==> src/rtl/idp_enc_sched.sv <==
// idp_enc_sched: two-requester front end for the 33-bit IDP encoder.
// Requests are granted round-robin and range-checked. Each legal word is
// launched into the external encoder, which has a one-cycle registered
// latency. The resulting code is queued with its source id and returned in
// acceptance order. Issue is credit-limited, so every word in flight already
// owns a FIFO slot and the output FIFO can never overflow.

`ifndef IBLEN33
`define IBLEN33 24
`endif
`ifndef FNS35
`define FNS35 9227465
`endif
`ifndef FNS30
`define FNS30 832040
`endif

module idp_enc_sched #(
  parameter int          DIN_W  = `IBLEN33,                  // encoder input width
  parameter int unsigned DMAX   = `FNS35 + 2*`FNS30 - 1,     // largest legal input
  parameter int          FIFO_D = 4                          // power of two, >= 4
) (
  input  logic             clock,
  input  logic             rst_n,
  input  logic             s0_valid,
  input  logic [DIN_W-1:0] s0_data,
  output logic             s0_ready,
  input  logic             s1_valid,
  input  logic [DIN_W-1:0] s1_data,
  output logic             s1_ready,
  output logic [DIN_W-1:0] enc_din,
  input  logic [32:0]      enc_code,
  output logic             m_valid,
  input  logic             m_ready,
  output logic [32:0]      m_code,
  output logic             m_id,
  output logic             err_pulse,
  output logic [7:0]       err_cnt
);

  localparam int AW = $clog2(FIFO_D);
  localparam int CW = AW + 2;
  localparam logic [AW:0] FULL_CNT = (AW+1)'(FIFO_D);

  // Issue / stage registers
  logic             rr_reg;
  logic [DIN_W-1:0] enc_din_reg;
  logic             v1_reg;
  logic             id1_reg;
  logic             v2_reg;
  logic             id2_reg;
  logic             err_pulse_reg;
  logic [7:0]       err_cnt_reg;

  // Output FIFO
  logic [AW-1:0]    wr_ptr_reg;
  logic [AW-1:0]    rd_ptr_reg;
  logic [AW:0]      fifo_cnt_reg;
  logic [32:0]      mem_code [FIFO_D];
  logic             mem_id   [FIFO_D];
  logic [FIFO_D-1:0] wr_en;

  // Combinational control
  logic [CW-1:0]    occupancy;
  logic             issue_ok;
  logic             grant;
  logic             accept;
  logic             out_of_range;
  logic [DIN_W-1:0] grant_data;
  logic             push;
  logic             pop;

  // Queued plus in-flight words; a new issue needs a guaranteed free slot.
  assign occupancy = CW'(fifo_cnt_reg) + CW'(v1_reg) + CW'(v2_reg);
  assign issue_ok  = occupancy < CW'(FIFO_D);

  // Round-robin only matters under contention; a lone requester wins outright.
  assign grant      = (s0_valid & s1_valid) ? rr_reg : s1_valid;
  assign grant_data = grant ? s1_data : s0_data;

  // Ready is forced low while reset is asserted.
  assign s0_ready = rst_n & issue_ok & ~grant;
  assign s1_ready = rst_n & issue_ok &  grant;
  assign accept   = (s0_valid & s0_ready) | (s1_valid & s1_ready);

  assign out_of_range = 33'(grant_data) > 33'(DMAX);

  assign push    = v2_reg;
  assign m_valid = (fifo_cnt_reg != '0);
  assign pop     = m_valid & m_ready;

  assign enc_din   = enc_din_reg;
  assign err_pulse = err_pulse_reg;
  assign err_cnt   = err_cnt_reg;
  assign m_code    = mem_code[rd_ptr_reg];
  assign m_id      = mem_id[rd_ptr_reg];

  // Arbitration, range check and launch of legal words into the encoder.
  always_ff @(posedge clock or negedge rst_n) begin
    if (!rst_n) begin
      rr_reg        <= 1'b0;
      enc_din_reg   <= '0;
      v1_reg        <= 1'b0;
      id1_reg       <= 1'b0;
      err_pulse_reg <= 1'b0;
      err_cnt_reg   <= '0;
    end else begin
      v1_reg        <= accept & ~out_of_range;
      err_pulse_reg <= accept &  out_of_range;
      if (accept) begin
        rr_reg <= ~grant;
        if (!out_of_range) begin
          enc_din_reg <= grant_data;
          id1_reg     <= grant;
        end else if (err_cnt_reg != 8'hFF) begin
          err_cnt_reg <= err_cnt_reg + 8'd1;
        end
      end
    end
  end

  // Second stage tracks the word whose code appears on enc_code this cycle.
  always_ff @(posedge clock or negedge rst_n) begin
    if (!rst_n) begin
      v2_reg  <= 1'b0;
      id2_reg <= 1'b0;
    end else begin
      v2_reg  <= v1_reg;
      id2_reg <= id1_reg;
    end
  end

  // FIFO pointers and fill count; simultaneous push and pop leave count alone.
  always_ff @(posedge clock or negedge rst_n) begin
    if (!rst_n) begin
      wr_ptr_reg   <= '0;
      rd_ptr_reg   <= '0;
      fifo_cnt_reg <= '0;
    end else begin
      if (push) wr_ptr_reg <= wr_ptr_reg + 1'b1;
      if (pop)  rd_ptr_reg <= rd_ptr_reg + 1'b1;
      case ({push, pop})
        2'b10:   fifo_cnt_reg <= fifo_cnt_reg + 1'b1;
        2'b01:   fifo_cnt_reg <= fifo_cnt_reg - 1'b1;
        default: fifo_cnt_reg <= fifo_cnt_reg;
      endcase
    end
  end

  // Per-entry write enables decoded from the write pointer.
  genvar gi;
  generate
    for (gi = 0; gi < FIFO_D; gi++) begin : g_wr_en
      assign wr_en[gi] = push & (wr_ptr_reg == AW'(gi));
    end
  endgenerate

  // FIFO storage; contents need no reset because the count gates visibility.
  always_ff @(posedge clock) begin
    for (int i = 0; i < FIFO_D; i++) begin
      if (wr_en[i]) begin
        mem_code[i] <= enc_code;
        mem_id[i]   <= id2_reg;
      end
    end
  end

  a_no_overflow: assert property (@(posedge clock) disable iff (!rst_n)
    !(push && !pop && (fifo_cnt_reg == FULL_CNT)));

  a_ready_onehot: assert property (@(posedge clock) !(s0_ready && s1_ready));

endmodule
==> config.mk <==
export PLATFORM = sky130hd
export DESIGN_NAME = idp_enc_sched
export DESIGN_NICKNAME = d
export VERILOG_FILES = /design/src/rtl/idp_enc_sched.sv
export SDC_FILE = /design/constraint.sdc
export NUM_CORES = 1
export LEC_CHECK = 0
export CORE_MARGIN = 5
export CORE_UTILIZATION = 51
export CTS_CLUSTER_DIAMETER = 80
export DETAILED_ROUTE_END_ITERATION = 10
export PLACE_DENSITY_LB_ADDON = 0.08
export SYNTH_ARGS = -nofsm -noshare
export SYNTH_HDL_FRONTEND = slang
export SYNTH_SLANG_ARGS = --single-unit
==> constraint.sdc <==
create_clock -name clock -period 3.35 [get_ports clock]
set_clock_uncertainty 0.15 [all_clocks]
set_input_delay 0.67 -clock clock [delete_from_list [all_inputs] [get_ports clock]]
set_output_delay 0.67 -clock clock [all_outputs]
set_load 0.05 [all_outputs]
# [Yosys cells after proc, flatten, opt, wreduce, memory -nomap -nowiden]
# Memory sizes are Yosys's and may differ from the RTL's.
# Cells that the tools add are included.
[totals] ff_bits=45 latchBits=0 ramBits=136 rom_bits=0 output_inout_bits=70 mem_count=2
[mem_list] memory="mem_code" words=4 width=33 rd=1 rd_clocked_by_memory_dff=0 wr=1 line_no="59" source="logic [32:0] mem_code [FIFO_D];"
[mem_list] memory="mem_id" words=4 width=1 rd=1 rd_clocked_by_memory_dff=0 wr=1 line_no="60" source="logic mem_id [FIFO_D];"
[classes] n_addsub=7 n_mul=0 div=0 n_lt_le_gt_ge=2 eq_ne=6 shift=0 muxes=29 bitwise=16 n_reduce_logical=11
[op_table] op="$mux W33" count=3
[op_table] op="$reduce_or A33 Y1" count=3
[op_table] op="$gt A24 B24 Y1 const B" count=1
[op_table] op="$mux W24" count=1
[op_table] op="$mux W1" count=18
[op_table] op="$and A1 B1 Y1" count=13
[op_table] op="$mux W2" count=6
[op_table] op="$add A8 B1 Y8 const B" count=1
[op_table] op="$ne A8 B8 Y1 const B" count=1
[op_table] op="$eq A2 B2 Y1 const B" count=3
[op_table] op="$pmux W3 S2" count=1
[op_table] op="$add A2 B1 Y2 const B" count=2
[op_table] op="$add A3 B1 Y4" count=1
[op_table] op="$add A4 B1 Y4" count=1
[op_table] op="$eq A2 B1 Y1 const B" count=2
[op_table] op="$lt A4 B3 Y1 const B" count=1
[op_table] op="$add A3 B1 Y3 const B" count=1
[op_table] op="$reduce_and A3 Y1" count=1
[op_table] op="$reduce_bool A3 Y1" count=1
[op_table] op="$reduce_or A1 Y1" count=3
[op_table] op="$sub A3 B1 Y3 const B" count=1
[op_table] op="$logic_not A2 Y1" count=1
[op_table] op="$not A1 Y1" count=2
[op_table] op="$reduce_and A2 Y1" count=1
[op_table] op="2 further kinds" count=2

# [Longest topological paths before layout]
# Gate-level depths: netlist of run 1.
[depth] depth_word=8 ltp_mapped=11 ltp_nobuf=8

# [Worst setup path before layout of run 1]
# No wires, ideal clock.
[synth_timing] path_type="reg-to-output" startpoint="register rd_ptr_reg[0]" endpoint="output port m_code[24]" t_arrival_ns=1.953 slack_ns=0.577 path_stages_with_launch=4 path_cell_list="dfrtp_1 > clkbuf_1 > buf_1 > mux4_2"
[synth_via] elab_chain_len=1
[synth_lines] element="from (decl)" line_no="57" source="logic [AW-1:0] rd_ptr_reg;"
[synth_lines] element="from (signal assigned)" line_no="141" source="if (pop) rd_ptr_reg <= rd_ptr_reg + 1'b1;"
[synth_lines] element="$mem_v2 Z4 W33"
[synth_lines] element="to (decl)" line_no="35" source="output logic [32:0] m_code,"
# No other way between the ends.

# [Final worst setup path of run 1]
[layout_timing] startpoint="register rd_ptr_reg[0]" endpoint="output port m_code[5]"
# The elaborated chain is that of the path after synthesis.

==> results.md, run 1 <==
* Clock latency reported for the late side of the worst-skew pair at 410 ps
* Synthesized instance count at 397
* Floorplan Core Area at 14500 um^2
* Crit Reg-Reg Startpoint: push
* CTS Buf Count at 17
* Synthesized area per cell at 18.9 um^2
* Post-cts hold buffer count at 0
* Part of the power in the clock network at 21.8%
* Detail Route Antenna Nets at 0
* Cell Int Power at approximately 5.5 mW
* Most frequent standard cell in the layout excluding fill and tap cells: sky130_fd_sc_hd__clkdlybuf4s50_1
* Final-layout fill cell count at 953
* Total count of hold-check failures in the final report at 0
* Mapped cell area at 7510 um^2
* Minimum clock period after layout at 3170 ps
* Met1 routing resource usage after global routing at around 22%
* Hold crit path type: in -> async
* HPWL after detailed placement at around 11000 um
* Number of global-route vias before repair at between 4000 and 5000
* Count of flip-flops with a built-in enable after synthesis at 136
* Setup Total Neg Slack at 0 ps
* Input/output buffers at 155
* Global route hottest layer: met2
* Final number of setup-violating endpoints at 0
* Sequential area share after synthesis at 69.4%
* Top achievable clock speed at 316 MHz
* Register-to-Register Setup Slack at around 540 ps
* Worst slew margin relative to its limit at 36.5%
* Logic depth of the worst register-to-register path at 9
* Clock-pin transition on the worst setup and hold timing paths at 60 ps
* Slowest CP cell: sky130_fd_sc_hd__clkdlybuf4s50_1
* Detailed-router iteration count before antenna repair at 4
* MaxCap Viol Count at 0
* Switching portion of total power at 37.9%
* Net Switching at 3.38 mW
* Routed wire length per instance at 19.8 um
* Met3 capacity usage during global routing at under 10%
* Leak pwr at 3.69 nW
* Via Count at 4200
* Final Max Slew Viols at 0
* Worst endpoint data arrival time at 2350 ps
* GRT Resource Usage Total at 18.2%
* Chip height at 131 um
* Largest net degree at the start of global routing at 46
* Share of power burned in registers at 34.3%
* Maximum number of buffers from clock root to sink at 2
* Initial Utilization at 51.9%
* Final global-route overflow total at 0
* Total routed wirelength at between 15000 and 20000 um
* Placer congestion estimate at 0.847
* Critical setup path kind: reg -> out
* DR iter-0 viols at 198
* IO Count at approximately 160
* Largest fanout on the critical path at 18
* Worst Tran Pin Value at 953 ps
* Top_reg_cell synth: sky130_fd_sc_hd__edfxtp_1
* Antenna violations before repair at 0
* Max stage delay on crit path at 710 ps
* Final worst-path cycle share at a little over nine tenths
* Outcome: finished, final reports clean
* Post-synth cell types at 52
* Die Area at 17300 um^2
* Share of cells above drive strength 1 at around a quarter
* Number of nets in the synthesized netlist at ~490
* # rows at 44
* Required time of the worst setup path at 2530 ps
* Root Driver: sky130_fd_sc_hd__clkbuf_16
* Die width at 131 um
* Relative area change from synthesis to final layout at 33.1%
* Setup crit start kind: flop
* Cells traversed along the worst timing path: buf_6 > mux4_2 > clkdlybuf4s50_1
* Combinational Power Share at a little over two fifths
* Number of design rule violations left after detail routing at 0
* Total power at 8.92 mW
* Synth warn at 0
* Final net count at 667
* FFs w/ async S/R, synth at 24.9%
* Number of storage elements in the synthesis netlist at approximately 180
* Worst reg2reg endpoint: err_cnt[1]
* Leading cell types in the layout, fill and taps excluded: sky130_fd_sc_hd__clkdlybuf4s50_1 (138), sky130_fd_sc_hd__edfxtp_1 (136), sky130_fd_sc_hd__dfrtp_1 (43)
* Seq. cell area at 5210 um^2
* Highest ir drop seen on vdd at 0.672 mV
* Power density normalized to cell area at 893 nW/um^2
* CTS tree: yes
* Wire length of the first global-routing pass at 24600 um
* Average vias per placed instance at 5.45
* Flip-flop count of the largest register, all copies and words added at around 130
* ANT cells at 0
* Area of the multi-input gates at 2170 um^2
* Total clock sinks at 181
* Endpoint type of the worst setup path: output port
* Maximum level of the CTS H-tree at 4
* Met2 routing resource usage after global routing at 30.2%
* Unrepaired setup endpoints after global routing: no
==> per-layer routing <==
metal / vias up / wire length, um / part of all wire, %
met4: 0 / 195 / 1.3
met5: - / 0 / 0
met1: 2093 / 6360 / 42
met3: 16 / 1120 / 7.3
li1: 1934 / - / -
met2: 157 / 7580 / 50
==> synth_stat cells, types with 3 or more instances <==
cell type,n,share of area (%)
sky130_fd_sc_hd__xnor2_1,3,0.35
sky130_fd_sc_hd__mux2_2,26,3.9
sky130_fd_sc_hd__buf_2,3,0.20
sky130_fd_sc_hd__o21ai_0,4,0.27
sky130_fd_sc_hd__nand3_1,4,0.27
sky130_fd_sc_hd__and3_1,5,0.42
sky130_fd_sc_hd__inv_1,8,0.40
sky130_fd_sc_hd__mux2_4,17,3.4
sky130_fd_sc_hd__nor4_1,9,0.75
sky130_fd_sc_hd__ha_1,7,1.2
sky130_fd_sc_hd__xor2_1,10,1.2
sky130_fd_sc_hd__edfxtp_1,136,54
sky130_fd_sc_hd__mux4_2,34,10
sky130_fd_sc_hd__dfrtp_1,45,15
sky130_fd_sc_hd__a21oi_1,4,0.27
sky130_fd_sc_hd__and2_1,9,0.75
sky130_fd_sc_hd__nor2_1,5,0.25
sky130_fd_sc_hd__nand2_1,18,0.90
sky130_fd_sc_hd__clkbuf_1,7,0.35
sky130_fd_sc_hd__nand4_1,4,0.33
==> cells by family (layout without fill, tap and decap cells) <==
logic type | count (synthesis) | count (layout) | share of synthesized area, %
buffers and inverters | 23 | 212 | 1.83
XOR/XNOR | 13 | 13 | 1.52
multiplexers | 80 | 80 | 17.9
AND/OR/NAND/NOR | 70 | 70 | 5.50
AO/OA/AOI/OAI | 22 | 22 | 2.43
flip-flops | 181 | 181 | 69.4
adder cells (fa/ha/maj) | 8 | 8 | 1.43
==> area by class of cell <==
class | instances | share of cell area [%]
flip-flops and latches | 181 | 52.1
well taps | 184 | 2.30
repair buffers | 172 | 17.7
inverters | 8 | 0.300
multi-input cells | 193 | 21.7
clock buffers | 22 | 4.64
clock inverters | 10 | 1.23
==> metrics by stage <==
stage	instance area, um^2	util [%]	hold WS [ps]	instances	worst slack [ps]
floorplan	7510	-	204	397	577
global placement	9380	64.8	219	738	24.5
detailed placement	9380	64.8	228	738	-62.3
CTS	9970	68.8	207	770	8.30
global route	10000	69.0	248	770	88.5
finish	10000	69.0	207	770	182
==> worst max path at each step <==
stage | endpoint | depth (start not counted) | slack (ps) | startpoint
after detailed placement | enc_din[4] | 9 | -60 | s0_data[21]
after global routing | m_code[5] | 3 | 90 | rd_ptr_reg[0]
after global placement | enc_din[1] | 10 | 20 | s0_data[21]
after CTS | m_code[25] | 3 | 8 | rd_ptr_reg[0]
after floorplan | m_code[24] | 3 | 580 | rd_ptr_reg[0]
final | m_code[5] | 3 | 180 | rd_ptr_reg[0]
==> power by group through the flow <==
stage	sequential, mW	clock (mW)	combinational (mW)
after floorplan	3.61	0	2.15
after global placement	3.09	0	3.95
after detailed placement	3.10	0	3.99
after CTS	3.07	1.99	3.99
after global routing	3.11	2.09	4.12
final	3.06	1.94	3.92
==> what timing repair did <==
action | 4_1_cts | 5_1_grt
resized for setup | 2 | 12
setup endpoints to repair | 2 | 13
gates cloned | 0 | 0
buffers inserted | 0 | 0
hold endpoints to repair | 0 | 0
==> worst max-delay path: cells and delay by family, from the launching register on <==
kind,cells,cell delay (ps)
buffers and inverters,2,990
muxes,1,540
DFF,1,400
Power figures use the tool's default switching activity.
==> run 2: changes to the inputs <==
Settings changed: GPL_ROUTABILITY_DRIVEN set to 1.
==> results of run 2 <==
Final layout, timing and power as in run 1 (identical DEF).
==> run 3: changes to the inputs <==
Settings changed: ABC_AREA set to 1, SKIP_CTS_REPAIR_TIMING set to 1.
==> run 3 against run 2 <==
  * Sequential share of layout area down 0.94 points
  * Final cell count up 33%
  * First-iteration DRC count is 43% higher
  * Register-to-register slack improved by 380 ps
  * Sequential power down 3%
  * Synthesized cell count rose by 70%
  * Non-clock buffer count decreased by 1
  * Critical path type unchanged
  * Critical endpoint is now s1_ready
==> results.md, run 3 <==
* Layout Cells excl Fill at 1027 (+33%)
* Synth warn at 0 (unchanged)
* Routed wire length per instance at 16.2 um (-18%)
* Worst endpoint data arrival time at 2170 ps (-180 ps)
* Leading cell types in the layout, fill and taps excluded: sky130_fd_sc_hd__nand2_1 (158), sky130_fd_sc_hd__edfxtp_1 (136), sky130_fd_sc_hd__clkdlybuf4s50_1 (118)
* Max stage delay on crit path at 470 ps (-240 ps)
* Power density normalized to cell area at 988 nW/um^2 (+11%)
* Total clock sinks at 181 (unchanged)
* Leak pwr at 4.07 nW (+10%)
* Required time of the worst setup path at 2530 ps (about the same)
* Dominant cells by area after synthesis: sky130_fd_sc_hd__edfxtp_1 (54%), sky130_fd_sc_hd__dfrtp_1 (15%), sky130_fd_sc_hd__nand2_1 (7.9%)
* Average vias per placed instance at 5.22 (-4.2%)
* Maximum level of the CTS H-tree at 4 (unchanged)
* Post-synth cell types at 28 (-46%)
* Top achievable clock speed at 334 MHz (+5.8%)
* Outcome: finished, final reports clean
* Final number of setup-violating endpoints at 0 (unchanged)
* Worst path most repeated cell: sky130_fd_sc_hd__nor2_1
* Final net count at 925 (+39%)
* Flip-flop count of the largest register, all copies and words added at 132 (unchanged)
* Input/output buffers at 155 (unchanged)
* Antenna violations before repair at 0 (unchanged)
* Total count of hold-check failures in the final report at 0 (unchanged)
* CTS Buf Count at 17 (unchanged)
* GRT Resource Usage Total at 19.6% (+1.4 points)
* Synthesized instance count at 674 (+70%)
* Minimum clock period after layout at 2990 ps (-173 ps)
* Highest ir drop seen on vdd at 0.486 mV (-28%)
* Share of cells above drive strength 1 at 10.4% (-14 points)
* Critical setup path kind: reg -> out
* Detail Route Antenna Nets at 0 (unchanged)
* CTS tree: yes
* Post-placement cell count at 996 (+35%)
* Worst Tran Pin Value at 679 ps (-274 ps)
* Final Max Slew Viols at 0 (unchanged)
* Number of design rule violations left after detail routing at 0 (unchanged)
* Cells traversed along the worst timing path: ha_1 > a21oi_1 > nor2_1 > nor3_1 > inv_1 > nor2_1 > buf_12
* Synthesized area per cell at 11.2 um^2 (-41%)
* Relative area change from synthesis to final layout at 35.4%
* IO Count at 156 (unchanged)
* Sequential area share after synthesis at 69.3% (-0.081 points)
* Root Driver: sky130_fd_sc_hd__clkbuf_16
* Library cell with the largest summed area after synthesis: sky130_fd_sc_hd__edfxtp_1
* DR iter-0 viols at 284 (+43%)
* Fraction of post-synthesis cell area in the top cell type by area at 54.3% (-0.063 points)
* Number of nets in the synthesized netlist at 768 (+56%)
* Endpoint type of the worst setup path: output port
* Number of global-route vias before repair at 5525 (+18%)
* FFs w/ async S/R, synth at 24.9% (unchanged)
* Clock-pin transition on the worst setup and hold timing paths at 60 ps (about the same)
* Largest fanout on the critical path at 9 (-9)
* Number of storage elements in the synthesis netlist at 181 (unchanged)
* Via Count at 5366 (+28%)
* Unrepaired setup endpoints after global routing: no
* Setup Total Neg Slack at 0 ps (unchanged)
* Final global-route overflow total at 0 (unchanged)
* Detailed-router iteration count before antenna repair at 4 (unchanged)
* Mapped cell area at 7520 um^2 (+0.12%)
* Initial Utilization at 51.9% (+0.060 points)
* Largest net degree at the start of global routing at 71 (+54%)
* Maximum number of buffers from clock root to sink at 2 (unchanged)
* # rows at 44 (unchanged)
* Die width at 131 um (about the same)
* Placer congestion estimate at 0.860 (+1.5%)
* Slowest CP cell: sky130_fd_sc_hd__dfrtp_1
* Worst slew margin relative to its limit at 54.8% (+18 points)
* ANT cells at 0 (unchanged)
* Top_reg_cell synth: sky130_fd_sc_hd__edfxtp_1
* Wire length of the first global-routing pass at 27200 um (+11%)
* Final worst-path cycle share at 89.4% (-5.2 points)
* Hold crit path type: in -> async
* HPWL after detailed placement at 11000 um (+4.0%)
* Most used standard cell by instance count after synthesis: sky130_fd_sc_hd__nand2_1
* Chip height at 131 um (about the same)
* MaxCap Viol Count at 0 (unchanged)
* Total routed wirelength at 16600 um (+9.0%)
* Most frequent cells after synthesis: sky130_fd_sc_hd__nand2_1 (158), sky130_fd_sc_hd__edfxtp_1 (136), sky130_fd_sc_hd__nor2_1 (84)
* Total power at 10.1 mW (+13%)
* Floorplan Core Area at 14500 um^2 (unchanged)
* Most frequent standard cell in the layout excluding fill and tap cells: sky130_fd_sc_hd__nand2_1
* Count of flip-flops with a built-in enable after synthesis at 136 (unchanged)
* Setup crit start kind: flop
* Clock latency reported for the late side of the worst-skew pair at 410 ps (about the same)
* Die Area at 17300 um^2 (+0.11%)
==> run 3: cell types whose count changed in the layout (fill, tap and decap cells not counted), moves of 17 or more <==
cell | before | now
sky130_fd_sc_hd__nand3_1 | 4 | 26
sky130_fd_sc_hd__inv_1 | 8 | 35
sky130_fd_sc_hd__buf_12 | 6 | 36
sky130_fd_sc_hd__nor2_1 | 5 | 84
sky130_fd_sc_hd__o22ai_1 | 0 | 34
sky130_fd_sc_hd__mux2_2 | 26 | 0
sky130_fd_sc_hd__o21ai_0 | 4 | 77
sky130_fd_sc_hd__nand2_1 | 18 | 158
sky130_fd_sc_hd__mux4_2 | 34 | 0
sky130_fd_sc_hd__clkdlybuf4s50_1 | 138 | 118
sky130_fd_sc_hd__mux2_4 | 17 | 0
==> run 3: path summary, 6_finish.rpt <==
kind                            cells past startpoint               to  slack (ps)     from
worst max-delay path                                7         s1_ready         360     push
worst min-delay path                                2  fifo_cnt_reg[2]         200    rst_n
worst max register to register                     15       err_cnt[4]         920   rr_reg
worst min register to register                      0          id2_reg         230  id1_reg
max in group asynchronous                           2    rd_ptr_reg[0]        2430    rst_n
min in group clock                                  0          id2_reg         230  id1_reg
==> run 3: metal layers <==
metal	vias to the layer above	GRT usage, %	part of all wire (%)
met5	-	0	0
met4	0	4.97	0.89
met3	15	7.22	8.4
met2	179	33.0	50
met1	2544	24.0	41
li1	2628	-	-
==> run 3: worst max-delay path, delay by kind of cell, from the launching register on <==
| kind | cells | cell delay, ps |
|---|---|---|
| buf+inv | 2 | 290 |
| compound gates | 1 | 140 |
| simple gates | 3 | 550 |
| fa+ha+maj | 1 | 320 |
| flops | 1 | 470 |
==> run 3: area by class of cell <==
type                            instances  area [um^2]
Sequential cell                       181         5210
Fill cell                            1013         4300
Timing Repair Buffer                  171         2030
Multi-Input combinational cell        423         2000
Clock buffer                           20          437
Tap cell                              184          230
Inverter                               37          141
Clock inverter                         11          135
==> run 3: power by group <==
| part | internal, mW | switching, mW |
|---|---|---|
| Sequential | 2.79 | 0.188 |
| Clock | 1.16 | 0.758 |
| Combinational | 1.98 | 3.18 |
| Total | 5.94 | 4.12 |
==> run 3: stage by stage <==
step           hold WS [ps]  setup slack [ps]  area [um^2]  utilization [%]
3_5_place_dp            222               118         9610             66.3
3_3_place_gp            214               190         9610             66.3
5_1_grt                 249               103        10200             70.3
2_1_floorplan           204               555         7520                -
4_1_cts                 204               303        10200             70.3
6_report                198               356        10200             70.3
==> run 3: cell families (layout without fill, tap and decap cells) <==
group / count (synthesis) / after routing / share of synthesized area, %
simple gates: 279 / 279 / 14.9
flops: 181 / 181 / 69.3
compound gates: 125 / 125 / 8.97
fa+ha+maj: 8 / 8 / 1.43
buf+inv: 70 / 239 / 4.14
xor+xnor: 11 / 11 / 1.28
==> RTL change, RTL diff (settings of run 3) <==
Set the macro `IBLEN33` to 48 (it was 24).
--- a/src/rtl/idp_enc_sched.sv
+++ b/src/rtl/idp_enc_sched.sv
@@ -8,3 +8,3 @@
 `ifndef IBLEN33
-`define IBLEN33 24
+`define IBLEN33 48
 `endif
Interface: changed (resized enc_din, s0_data and s1_data); port bits go from 156 to 228. The function was not compared with the original's and may differ.
==> RTL change against run 3 <==
First-iteration DRC count is 3.9% higher; routed wire length is 24% higher; count of clock-buffer cells in the layout is 7 higher; area after synthesis is 17% higher; worst setup slack worse by 120 ps; sequential cell count is 24 higher; largest cell class unchanged; critical endpoint is now s0_ready; total power is 9.1% lower; combinational power is 17% lower; cell area is 21% higher.
==> RTL change: results (changes against run 3) <==
Synth Area in Compound Gates - 0.113 (+0.0238)
Multiplexer area fraction after synthesis - 0.0171 (+0.0171)
IO Port Bufs - 227 (+46%)
Relative slew slack - 0.425 (-0.123)
Combinational share of power - 0.468 (-0.045)
Internal power - 5.70 mW (-4.0%)
Avg Cell Area, Syn - 11.1 µm² (-0.54%)
Clock H-tree levels - 1 (-3)
Clk_lat worst skew - 470 ps (+60 ps)
First-pass GRT wire length - 32.6 mm (+20%)
Fillers - 1232 (+22%)
Total CTS buffers - 21 (+4)
Post-DP HPWL - 14.5 mm (+32%)
Status - finished clean
DR iter-0 viols - 295 (+3.9%)
XOR/XNOR Fraction of Synth Area - 0.00897 (-0.00384)
VDD IR max - 630 µV (+30%)
Hold Path Class - flip-flop to flip-flop
Global placement routability congestion - 0.948 (+10%)
Clk buf depth - 3 (+1)
Fraction of registers with async set or reset after synthesis - 0.337 (+0.0880)
Synth area leaders - edfxtp_1 (46%), dfrtp_1 (20%), nand2_1 (6.5%)
Total leakage power - 5.04 nW (+24%)
Critical Path AT - 2300 ps (+130 ps)
Final nets - 1175 (+27%)
Placed Area - 0.0118 mm² (+23%)
Share of post-route cells with drive strength above 1 - 0.130 (+0.0258)
[RTL change: area by class of cell]
class | count | area, µm² | share of cell area
Sequential cell | 205 | 5810 | 0.470
Timing Repair Buffer | 256 | 2930 | 0.237
Multi-Input combinational cell | 492 | 2540 | 0.205
Clock buffer | 27 | 548 | 0.0443
Tap cell | 225 | 282 | 0.0228
Inverter | 57 | 214 | 0.0173
Clock inverter | 8 | 40.0 | 0.00324
[RTL change: worst max path at each step]
stage | startpoint | end | slack (ps) | cells after the start
final | push$_DFF_PN0_ | s0_ready | 230 | 7
after CTS | push$_DFF_PN0_ | s0_ready | 260 | 7
after global placement | s1_valid | enc_din[20]$_DFFE_PN0P_ | -130 | 14
after floorplan | s0_valid | s1_ready | 460 | 5
after detailed placement | s1_valid | enc_din[1]$_DFFE_PN0P_ | -170 | 14
after global routing | s1_valid | enc_din[8]$_DFFE_PN0P_ | 60 | 14
[RTL change: per-layer routing]
layer  part of all wire  track usage
met3              0.078       0.0583
met5                  0            0
met2               0.50        0.354
met1               0.40        0.256
met4              0.018       0.0495
[RTL change: cell families (layout without fill, tap and decap cells)]
logic type               Yosys count  after routing
AND/OR/NAND/NOR                  297            297
AO/OA/AOI/OAI                    163            163
XOR/XNOR                           9              9
multiplexers                      15             15
adder cells (fa/ha/maj)            8              8
flip-flops                       205            205
buffers and inverters             95            348
[RTL change: stage by stage]
stage / hold WS (ps) / power [mW] / setup slack, ps / utilization
after floorplan: 204 / 5.19 / 457 / -
after global placement: 215 / 7.17 / -134 / 0.688
after detailed placement: 219 / 7.21 / -167 / 0.688
after CTS: 237 / 9.24 / 260 / 0.722
after global routing: 249 / 9.56 / 55.7 / 0.722
final: 233 / 9.15 / 233 / 0.722
